$ cat config.mk
export PLATFORM = sky130hd
export DESIGN_NAME = ps2_key_button
export DESIGN_NICKNAME = d
export VERILOG_FILES = /design/src/rtl/ps2_key_button.sv
export SDC_FILE = /design/constraint.sdc
export NUM_CORES = 1
export LEC_CHECK = 0
export BUFFER_PORTS_ARGS = -buffer_cell sky130_fd_sc_hd__clkbuf_2
export CAP_MARGIN = 25
export CORE_MARGIN = 2
export CORE_UTILIZATION = 60
export CTS_CLUSTER_SIZE = 25
export DETAILED_ROUTE_END_ITERATION = 12
export PLACE_DENSITY = 0.79
export SLEW_MARGIN = 20
export SYNTH_ARGS = -nofsm -noshare
export SYNTH_HDL_FRONTEND = slang
export SYNTH_SLANG_ARGS = --single-unit
$ cat constraint.sdc
create_clock -name clk -period 2.38 [get_ports clk]
set_input_delay 0.476 -clock clk [delete_from_list [all_inputs] [get_ports clk]]
set_output_delay 0.476 -clock clk [all_outputs]
set_load 0.005 [all_outputs]
$ cat src/rtl/ps2_key_button.sv
// ps2_key_button
//   Receive-only PS/2 keyboard front end running on the pixel clock (clk_p).
//   Synchronises and filters the PS/2 clock/data pads, deframes 11-bit
//   device-to-host frames, tracks the E0/F0 prefixes and reports decoded scan
//   codes.  It also keeps level "held" flags for the jump and reset keys, which
//   downstream logic ORs with the other button sources.
//
// Ports
//   clk         in   system clock (25.2 MHz pixel clock)
//   resetn      in   asynchronous active-low reset
//   ps2_clk_i   in   raw PS/2 clock line (input only, never driven)
//   ps2_dat_i   in   raw PS/2 data line
//   code        out  last decoded scan code (held between strobes)
//   code_valid  out  one-cycle strobe: code/code_break/code_ext are valid
//   code_break  out  code was preceded by F0
//   code_ext    out  code was preceded by E0
//   frame_err   out  one-cycle strobe on framing, parity or timeout error
//   jump_key    out  jump key currently held
//   reset_key   out  reset key currently held

module ps2_key_button #(
  parameter int unsigned FILTER_LEN  = 8,
  parameter int unsigned TIMEOUT_CYC = 5040,
  parameter logic [7:0]  JUMP_CODE   = 8'h29,
  parameter logic [7:0]  RESET_CODE  = 8'h76
) (
  input  logic       clk,
  input  logic       resetn,
  input  logic       ps2_clk_i,
  input  logic       ps2_dat_i,
  output logic [7:0] code,
  output logic       code_valid,
  output logic       code_break,
  output logic       code_ext,
  output logic       frame_err,
  output logic       jump_key,
  output logic       reset_key
);

  localparam int unsigned FW = $clog2(FILTER_LEN + 1);
  localparam int unsigned TW = $clog2(TIMEOUT_CYC + 1);

  localparam logic [7:0] EXT_PREFIX = 8'hE0;
  localparam logic [7:0] BRK_PREFIX = 8'hF0;
  localparam logic [7:0] BAT_CODE   = 8'hAA;

  typedef enum logic [1:0] {
    S_IDLE,
    S_RECV,
    S_CHECK,
    S_DECODE
  } state_t;

  // ---------------------------------------------------------------------------
  // 2-FF synchronisers; idle-high reset value so release does not fake an edge
  // ---------------------------------------------------------------------------
  logic clk_m, clk_s;
  logic dat_m, dat_s;

  always_ff @(posedge clk or negedge resetn) begin
    if (!resetn) begin
      clk_m <= 1'b1;
      clk_s <= 1'b1;
      dat_m <= 1'b1;
      dat_s <= 1'b1;
    end else begin
      clk_m <= ps2_clk_i;
      clk_s <= clk_m;
      dat_m <= ps2_dat_i;
      dat_s <= dat_m;
    end
  end

  // ---------------------------------------------------------------------------
  // Clock filter: the filtered clock follows the synchronised clock only after
  // FILTER_LEN consecutive differing samples.  The falling transition of the
  // filtered clock is registered as bit_evt together with the data sampled on
  // that same cycle.
  // ---------------------------------------------------------------------------
  logic          clk_f;
  logic [FW-1:0] flt_cnt;
  logic          bit_evt;
  logic          bit_dat;

  always_ff @(posedge clk or negedge resetn) begin
    if (!resetn) begin
      clk_f   <= 1'b1;
      flt_cnt <= '0;
      bit_evt <= 1'b0;
      bit_dat <= 1'b1;
    end else begin
      bit_evt <= 1'b0;
      if (clk_s == clk_f) begin
        flt_cnt <= '0;
      end else if (flt_cnt == FW'(FILTER_LEN - 1)) begin
        clk_f   <= clk_s;
        flt_cnt <= '0;
        if (!clk_s) begin
          bit_evt <= 1'b1;
          bit_dat <= dat_s;
        end
      end else begin
        flt_cnt <= flt_cnt + 1'b1;
      end
    end
  end

  // ---------------------------------------------------------------------------
  // Receive / decode FSM and key tracking
  // ---------------------------------------------------------------------------
  state_t        state;
  logic [3:0]    bitcnt;
  logic [7:0]    shreg;
  logic          par_bit;
  logic          stop_bit;
  logic [TW-1:0] to_cnt;
  logic          ext_f;
  logic          brk_f;

  always_ff @(posedge clk or negedge resetn) begin
    if (!resetn) begin
      state      <= S_IDLE;
      bitcnt     <= '0;
      shreg      <= '0;
      par_bit    <= 1'b0;
      stop_bit   <= 1'b0;
      to_cnt     <= '0;
      ext_f      <= 1'b0;
      brk_f      <= 1'b0;
      code       <= '0;
      code_valid <= 1'b0;
      code_break <= 1'b0;
      code_ext   <= 1'b0;
      frame_err  <= 1'b0;
      jump_key   <= 1'b0;
      reset_key  <= 1'b0;
    end else begin
      code_valid <= 1'b0;
      frame_err  <= 1'b0;

      // Held flags follow the registered strobe, i.e. update in the cycle
      // where code_valid is high.
      if (code_valid) begin
        if (code == BAT_CODE) begin
          jump_key  <= 1'b0;
          reset_key <= 1'b0;
        end else if (!code_ext) begin
          if (code == JUMP_CODE)  jump_key  <= ~code_break;
          if (code == RESET_CODE) reset_key <= ~code_break;
        end
      end

      case (state)
        S_IDLE: begin
          to_cnt <= '0;
          bitcnt <= '0;
          // A stray falling edge with data high is not a start bit; ignore it.
          if (bit_evt && !bit_dat) begin
            state  <= S_RECV;
            bitcnt <= 4'd1;
          end
        end

        S_RECV: begin
          // Terminal count takes priority over a coincident bit event.
          if (to_cnt == TW'(TIMEOUT_CYC)) begin
            frame_err <= 1'b1;
            bitcnt    <= '0;
            to_cnt    <= '0;
            ext_f     <= 1'b0;
            brk_f     <= 1'b0;
            state     <= S_IDLE;
          end else if (bit_evt) begin
            to_cnt <= '0;
            bitcnt <= bitcnt + 4'd1;
            if (bitcnt <= 4'd8) begin
              shreg <= {bit_dat, shreg[7:1]};
            end else if (bitcnt == 4'd9) begin
              par_bit <= bit_dat;
            end else begin
              stop_bit <= bit_dat;
              state    <= S_CHECK;
            end
          end else begin
            to_cnt <= to_cnt + 1'b1;
          end
        end

        S_CHECK: begin
          bitcnt <= '0;
          to_cnt <= '0;
          // Decode results are registered on the way into S_DECODE so that
          // the strobe and its payload are visible during the S_DECODE cycle.
          if (stop_bit && (^{shreg, par_bit})) begin
            state <= S_DECODE;
            if (shreg == EXT_PREFIX) begin
              ext_f <= 1'b1;
            end else if (shreg == BRK_PREFIX) begin
              brk_f <= 1'b1;
            end else begin
              code       <= shreg;
              code_ext   <= ext_f;
              code_break <= brk_f;
              code_valid <= 1'b1;
              ext_f      <= 1'b0;
              brk_f      <= 1'b0;
            end
          end else begin
            frame_err <= 1'b1;
            ext_f     <= 1'b0;
            brk_f     <= 1'b0;
            state     <= S_IDLE;
          end
        end

        S_DECODE: begin
          state <= S_IDLE;
        end

        default: begin
          state <= S_IDLE;
        end
      endcase
    end
  end

endmodule

==> results of run 1 <==
## critical path: stages (launching register included)
cell and delay (ns):
dfrtp_1 0.43, xor3_1 0.41, or2_2 0.32, mux2i_2 0.30, nand2b_2 0.26, mux2_1 0.38
## routing by layer
layer | up-vias | part of all wire [%]
li1 | 913 | -
met1 | 853 | 51
met2 | 25 | 45
met3 | 6 | 3.0
met4 | 0 | 1.2
met5 | - | 0
## registers in the layout (all words and copies together), names as in the netlist, 2 cells and up
signal / flops
to_cnt: 13
code: 8
state: 2
shreg: 8
flt_cnt: 4
bitcnt: 4
## cell families after synthesis
kind of cell,count (synthesis)
AO/OA/AOI/OAI,35
XOR/XNOR,18
adder cells (fa/ha/maj),11
buffers and inverters,20
flip-flops,56
multiplexers,23
AND/OR/NAND/NOR,86
## how the worst min path moves through the flow
stage | start | end
floorplan | resetn | bit_evt
global placement | clk_m | clk_s
detailed placement | clk_m | clk_s
CTS | ps2_clk_i | clk_m
global route | ps2_dat_i | dat_m
finish | ps2_clk_i | clk_m
## stage by stage
stage | hold slack, ns | area [µm²] | cells
2_1_floorplan | 0.180 | 2790 | 249
4_1_cts | 0.238 | 3080 | 328
3_3_place_gp | 0.346 | 2970 | 320
3_5_place_dp | 0.351 | 2970 | 320
6_report | 0.251 | 3080 | 328
5_1_grt | 0.241 | 3080 | 328
## power groups by stage
stage          clock, mW  sequential, mW  combinational [mW]
6_report           0.601            1.06               0.390
3_3_place_gp           0            1.08               0.380
4_1_cts            0.620            1.06               0.392
5_1_grt            0.644            1.07               0.435
2_1_floorplan          0            1.07               0.276
3_5_place_dp           0            1.08               0.393
## cells in the mapped netlist, types with 2 or more instances
cell type / number
ha_1: 11
o31ai_1: 2
mux2_4: 8
dfstp_2: 6
dfrtp_1: 50
inv_1: 15
mux2_1: 12
o21ai_1: 2
nor2_1: 27
a21oi_1: 8
or2_2: 2
nor2b_1: 3
nor3_1: 8
clkbuf_1: 2
nand2b_1: 2
nor4b_1: 2
o21ai_0: 9
xor2_1: 7
a31oi_1: 3
buf_2: 2
nand4b_1: 5
xnor2_1: 9
nand3_1: 10
nor4_1: 2
mux2_2: 2
nand2_1: 19
## layout by cell type (no fill, tap or decap), types with 8 or more instances in the layout
cell and n:
a21oi_1 8, clkbuf_2 17, dfrtp_1 50, ha_1 11
inv_1 15, mux2_1 12, mux2_4 8, nand2_1 19
nand3_1 10, nor2_1 27, nor3_1 8, o21ai_0 9
xnor2_1 9
## area by class of cell
cell class | instances | area, µm² | share of cell area, %
timing repair buffer | 24 | 138 | 4.47
sequential | 56 | 1410 | 45.8
clock inverter | 2 | 35.0 | 1.14
inverter | 15 | 56.3 | 1.83
clock buffer | 6 | 72.6 | 2.36
tap | 52 | 65.1 | 2.11
multi-input combinational | 173 | 1300 | 42.3
==> run metrics, run 1 <==
Logic pwr share=19.0%; Int Pwr=1.49 mW; power share of the clock group=29.3%; met1 GRT Util=29.3%; M3 GR Usage=3.61%; Tot GR Track Use=19.7%; final worst setup slack=0.161 ns; post-route ant nets=0; drt drc=0; Syn-to-layout area delta=10.2%; initial antenna violation count=0; ys async rst share=100%; VDD IR max=488 µV; die area=5220 µm²; Worst slew margin=54.5%; Unique masters post-synth=47; Ant. Diodes=0; Finish-stage setup viols=0; Max clock buf depth=2; Ports=18; standard-cell rows=24; met2 Usage GRT=29.6%; Final Hold Vio Count=0; largest family of logic cells by synthesized area=simple AND/OR/NAND/NOR gates; largest area contributor in the netlist=dfrtp_1; Required @ worst endpoint=2.57 ns; XOR/XNOR Fraction of Synth Area=6.67%; period utilization=93.2%; worst reg2reg path startpoint=shreg[0]; Total Power=2.05 mW; Post-Place Worst Slack=0.0120 ns; clock sink total=56; startpoint types=flop; max-cap viol count=0; flops & latches, synth=56; CTS tree=yes; outcome=complete, no violations; global-route wire length before repair=8010 µm; R2R Setup Slk=0.16 ns; Synth area leaders=dfrtp_1, dfstp_2, ha_1; pwr dens=666 nW/µm²; IO Port Bufs=17; Core Region=4410 µm²; initial core utilization=63.3%; Synth Net Count=264; fillcell total=323; gr busiest metal=met2; die width=72.2 µm; reg2reg end=code[3]; postcts setup bufs=0; setup TNS=0 ns; DR vias/cell=5.48; Syn Std Cell Area=2790 µm²; worst hold stages=1; Crit Path Class=flop to flop; depth of the worst register-to-register path=5; Top FF cell, synth=dfrtp_1; vias in the first global route=1,746; grt ovf=0; Tmin final=2.22 ns; cts bufs inserted=5; Synth Area in Compound Gates=8.60%; worst-margin pin slew=0.673 ns; CTS clk-pin slew, worst paths=0.09 ns; CP Max Fanout=11; CTS Hold Bufs=0; DRT Pass-1 Iters=4; register area share after synthesis=50.4%; hold crit path type=input port to flop; Final nets=290; CP Capture Type=flop; Synth Area in Adders=4.93%; Mapped Cells=249; DR iter-0 viols=132; Final Max Tran Viols=0; crit path capture=code[3]; post-synthesis mux area share=10.4%; register share of total power=51.7%; Detailed Route WL=4550 µm; CP startpoint=shreg[0]; WL/cell=13.9 µm; H-Tree Depth=2; Post-synth EDFFs=0; Die Height=72.2 µm; RSZ-0062 raised after global routing=false; Worst-Skew Late Latency=0.30 ns; Synth top area share=44.8%; synthesized area per cell=11.2 µm²; # resized after CTS=1; Ys Warns=0; crit path DAT=2.41 ns; largest net degree at the start of global routing=57; switching part of the total=27.3%; clk_skew=0.0118 ns; Leakage=1.45 nW; Max Fclk=451 MHz; Final GP Congestion=0.798; NetSw=0.559 mW; post-layout util=69.7%; post-synthesis simple-gate area fraction=15.9%; Root Buffer=clkbuf_8; Via Count=1,797; Final HPWL DP=3370 µm; layout cell share with drive strength beyond 1=20.7%
(Power assumes the default switching activity.)
==> run 2, diff against run 1 <==
- CORE_MARGIN: 2 -> default
- CORE_UTILIZATION: 60 -> 45
- PLACE_DENSITY: 0.79 -> default
==> run 2 against run 1 <==
Against the previous run:
- worst hold slack got worse by 0.15 ns
- largest power group unchanged
- worst setup slack worse by 0.0078 ns
- final cell count is 8.8% higher
- first-iteration DRC count shrank 38%
- critical endpoint is now shreg[7]
- count of clock-buffer cells in the layout up 1
- clock power fell by 15%
- critical path depth is the same
- sequential share of layout area decreased by 0.89 points
- largest cell class unchanged
- fmax is 0.35% lower
==> run metrics, run 2 (synthesis results as in run 1) <==
Ports=18 (unchanged); final worst setup slack=0.154 ns (-0.00778 ns); Max Fclk=449 MHz (-0.35%); largest net degree at the start of global routing=29 (-49%); layout cell share with drive strength beyond 1=21.6% (+0.98 points); IO Port Bufs=17 (unchanged); standard-cell rows=28 (+17%); # resized after CTS=0 (-1); Inst Count DP=349 (+9.1%); post-route ant nets=0 (unchanged); Final Hold Vio Count=0 (unchanged); grt ovf=0 (unchanged); initial antenna violation count=0 (unchanged); clock sink total=56 (unchanged); CTS Hold Bufs=0 (unchanged); worst-margin pin slew=0.708 ns (+0.0348 ns); DRT Pass-1 Iters=4 (unchanged); global-route wire length before repair=8740 µm (+9.1%); Finish-stage setup viols=0 (unchanged); VDD IR max=442 µV (-9.3%); pwr dens=628 nW/µm² (-5.8%); startpoint types=flop; H-Tree Depth=2 (unchanged); die area=6530 µm² (+25%); setup TNS=0 ns (unchanged); most frequent cells in the layout=dfrtp_1, nor2_1, nand2_1, clkbuf_2, inv_1; post-layout util=52.7% (-17 points); Final nets=296 (+2.1%); DR vias/cell=5.21 (-4.9%); period utilization=93.5% (+0.33 points); Crit Path Class=flop to flop; Final HPWL DP=3650 µm (+8.5%); RSZ-0062 raised after global routing=false; drt drc=0 (unchanged); clk_skew=0.0100 ns (-0.00178 ns); Worst slew margin=52.1% (-2.4 points); hold crit path type=input port to async pin; CTS clk-pin slew, worst paths=0.09 ns (about the same); max-cap viol count=0 (unchanged); CP Max Fanout=8 (-3); Tmin final=2.23 ns (+0.00778 ns); Root Buffer=clkbuf_8; Biggest register=to_cnt; Detailed Route WL=5020 µm (+10%); postcts setup bufs=0 (unchanged); Final GP Congestion=0.768 (-3.8%); Leakage=1.47 nW (+1.5%); Die Height=80.8 µm (+12%); Final Max Tran Viols=0 (unchanged); most common cell after layout, fill and taps aside=dfrtp_1; Post-Place Worst Slack=0.156 ns (+0.144 ns); fillcell total=560 (+73%); CP Capture Type=flop; Core Region=5960 µm² (+35%); crit path DAT=2.42 ns (about the same); Tot GR Track Use=17.5% (-2.2 points); DR iter-0 viols=82 (-38%); Via Count=1,861 (+3.6%); die width=80.8 µm (+12%); Largest regs=to_cnt (13), code (8), shreg (8); Max clock buf depth=2 (unchanged); Syn-to-layout area delta=12.4%; WL/cell=14.1 µm (+1.3%); vias in the first global route=1,851 (+6.0%); max FFs per register=13 (unchanged); Worst-Skew Late Latency=0.31 ns (about the same); Ant. Diodes=0 (unchanged); initial core utilization=46.9% (-16 points); CTS tree=yes; Required @ worst endpoint=2.57 ns (about the same); Non-Filler Instances=357 (+8.8%); cts bufs inserted=5 (unchanged); outcome=complete, no violations
[run 2: changes by cell type in the layout (fill, tap and decap cells not counted)]
cell and change:
buf_12 +1, bufinv_16 -1, nand2b_1 +1, clkbuf_1 +1, nand2b_2 -1, buf_4 +5, clkinv_2 -1, clkinv_4 +1
[run 2: metrics by stage]
stage | instance area [µm²] | hold slack [ns] | power (mW)
finish | 3140 | 0.0995 | 1.97
global route | 3140 | 0.120 | 2.10
CTS | 3140 | 0.104 | 2.00
detailed placement | 3050 | 0.350 | 1.48
global placement | 3050 | 0.346 | 1.47
floorplan | 2790 | 0.180 | 1.34
[run 2: final timing paths]
kind,start,endpoint,slack [ns],depth (start not counted)
max,to_cnt[2],shreg[7],0.15,5
min,resetn,to_cnt[9],0.1,1
max reg2reg,to_cnt[2],shreg[7],0.15,5
min reg2reg,dat_m,dat_s,0.36,0
max in group asynchronous,resetn,dat_s,1.66,2
min in group clk,ps2_clk_i,clk_m,0.25,1
[run 2: layout make-up]
class,instances,area (µm²),area share [%]
clock buffer,7,76.3,2.43
tap,75,93.8,2.99
timing repair buffer,30,195,6.22
sequential,56,1410,44.9
clock inverter,1,8.76,0.279
multi-input combinational,173,1300,41.4
inverter,15,56.3,1.79
[run 2: report_power, final]
group	internal [mW]	leakage [nW]	switching, mW	total, mW
Combinational	0.169	0.675	0.233	0.402
Clock	0.211	0.0424	0.298	0.509
Sequential	1.01	0.753	0.0471	1.06
[run 2: routing by layer]
layer / track usage [%] / part of all wire, % / wire, µm
met1: 24.4 / 50 / 2530
met3: 3.71 / 2.7 / 135
met2: 27.1 / 46 / 2290
met4: 5.89 / 1.3 / 63
met5: 0 / 0 / 0
[run 2: worst max-delay path, stage by stage (launching register included)]
cell	delay, ns
dfrtp_1	0.42
or4_4	0.57
nor4_4	0.30
nor2b_2	0.11
and3_1	0.35
mux2_4	0.36
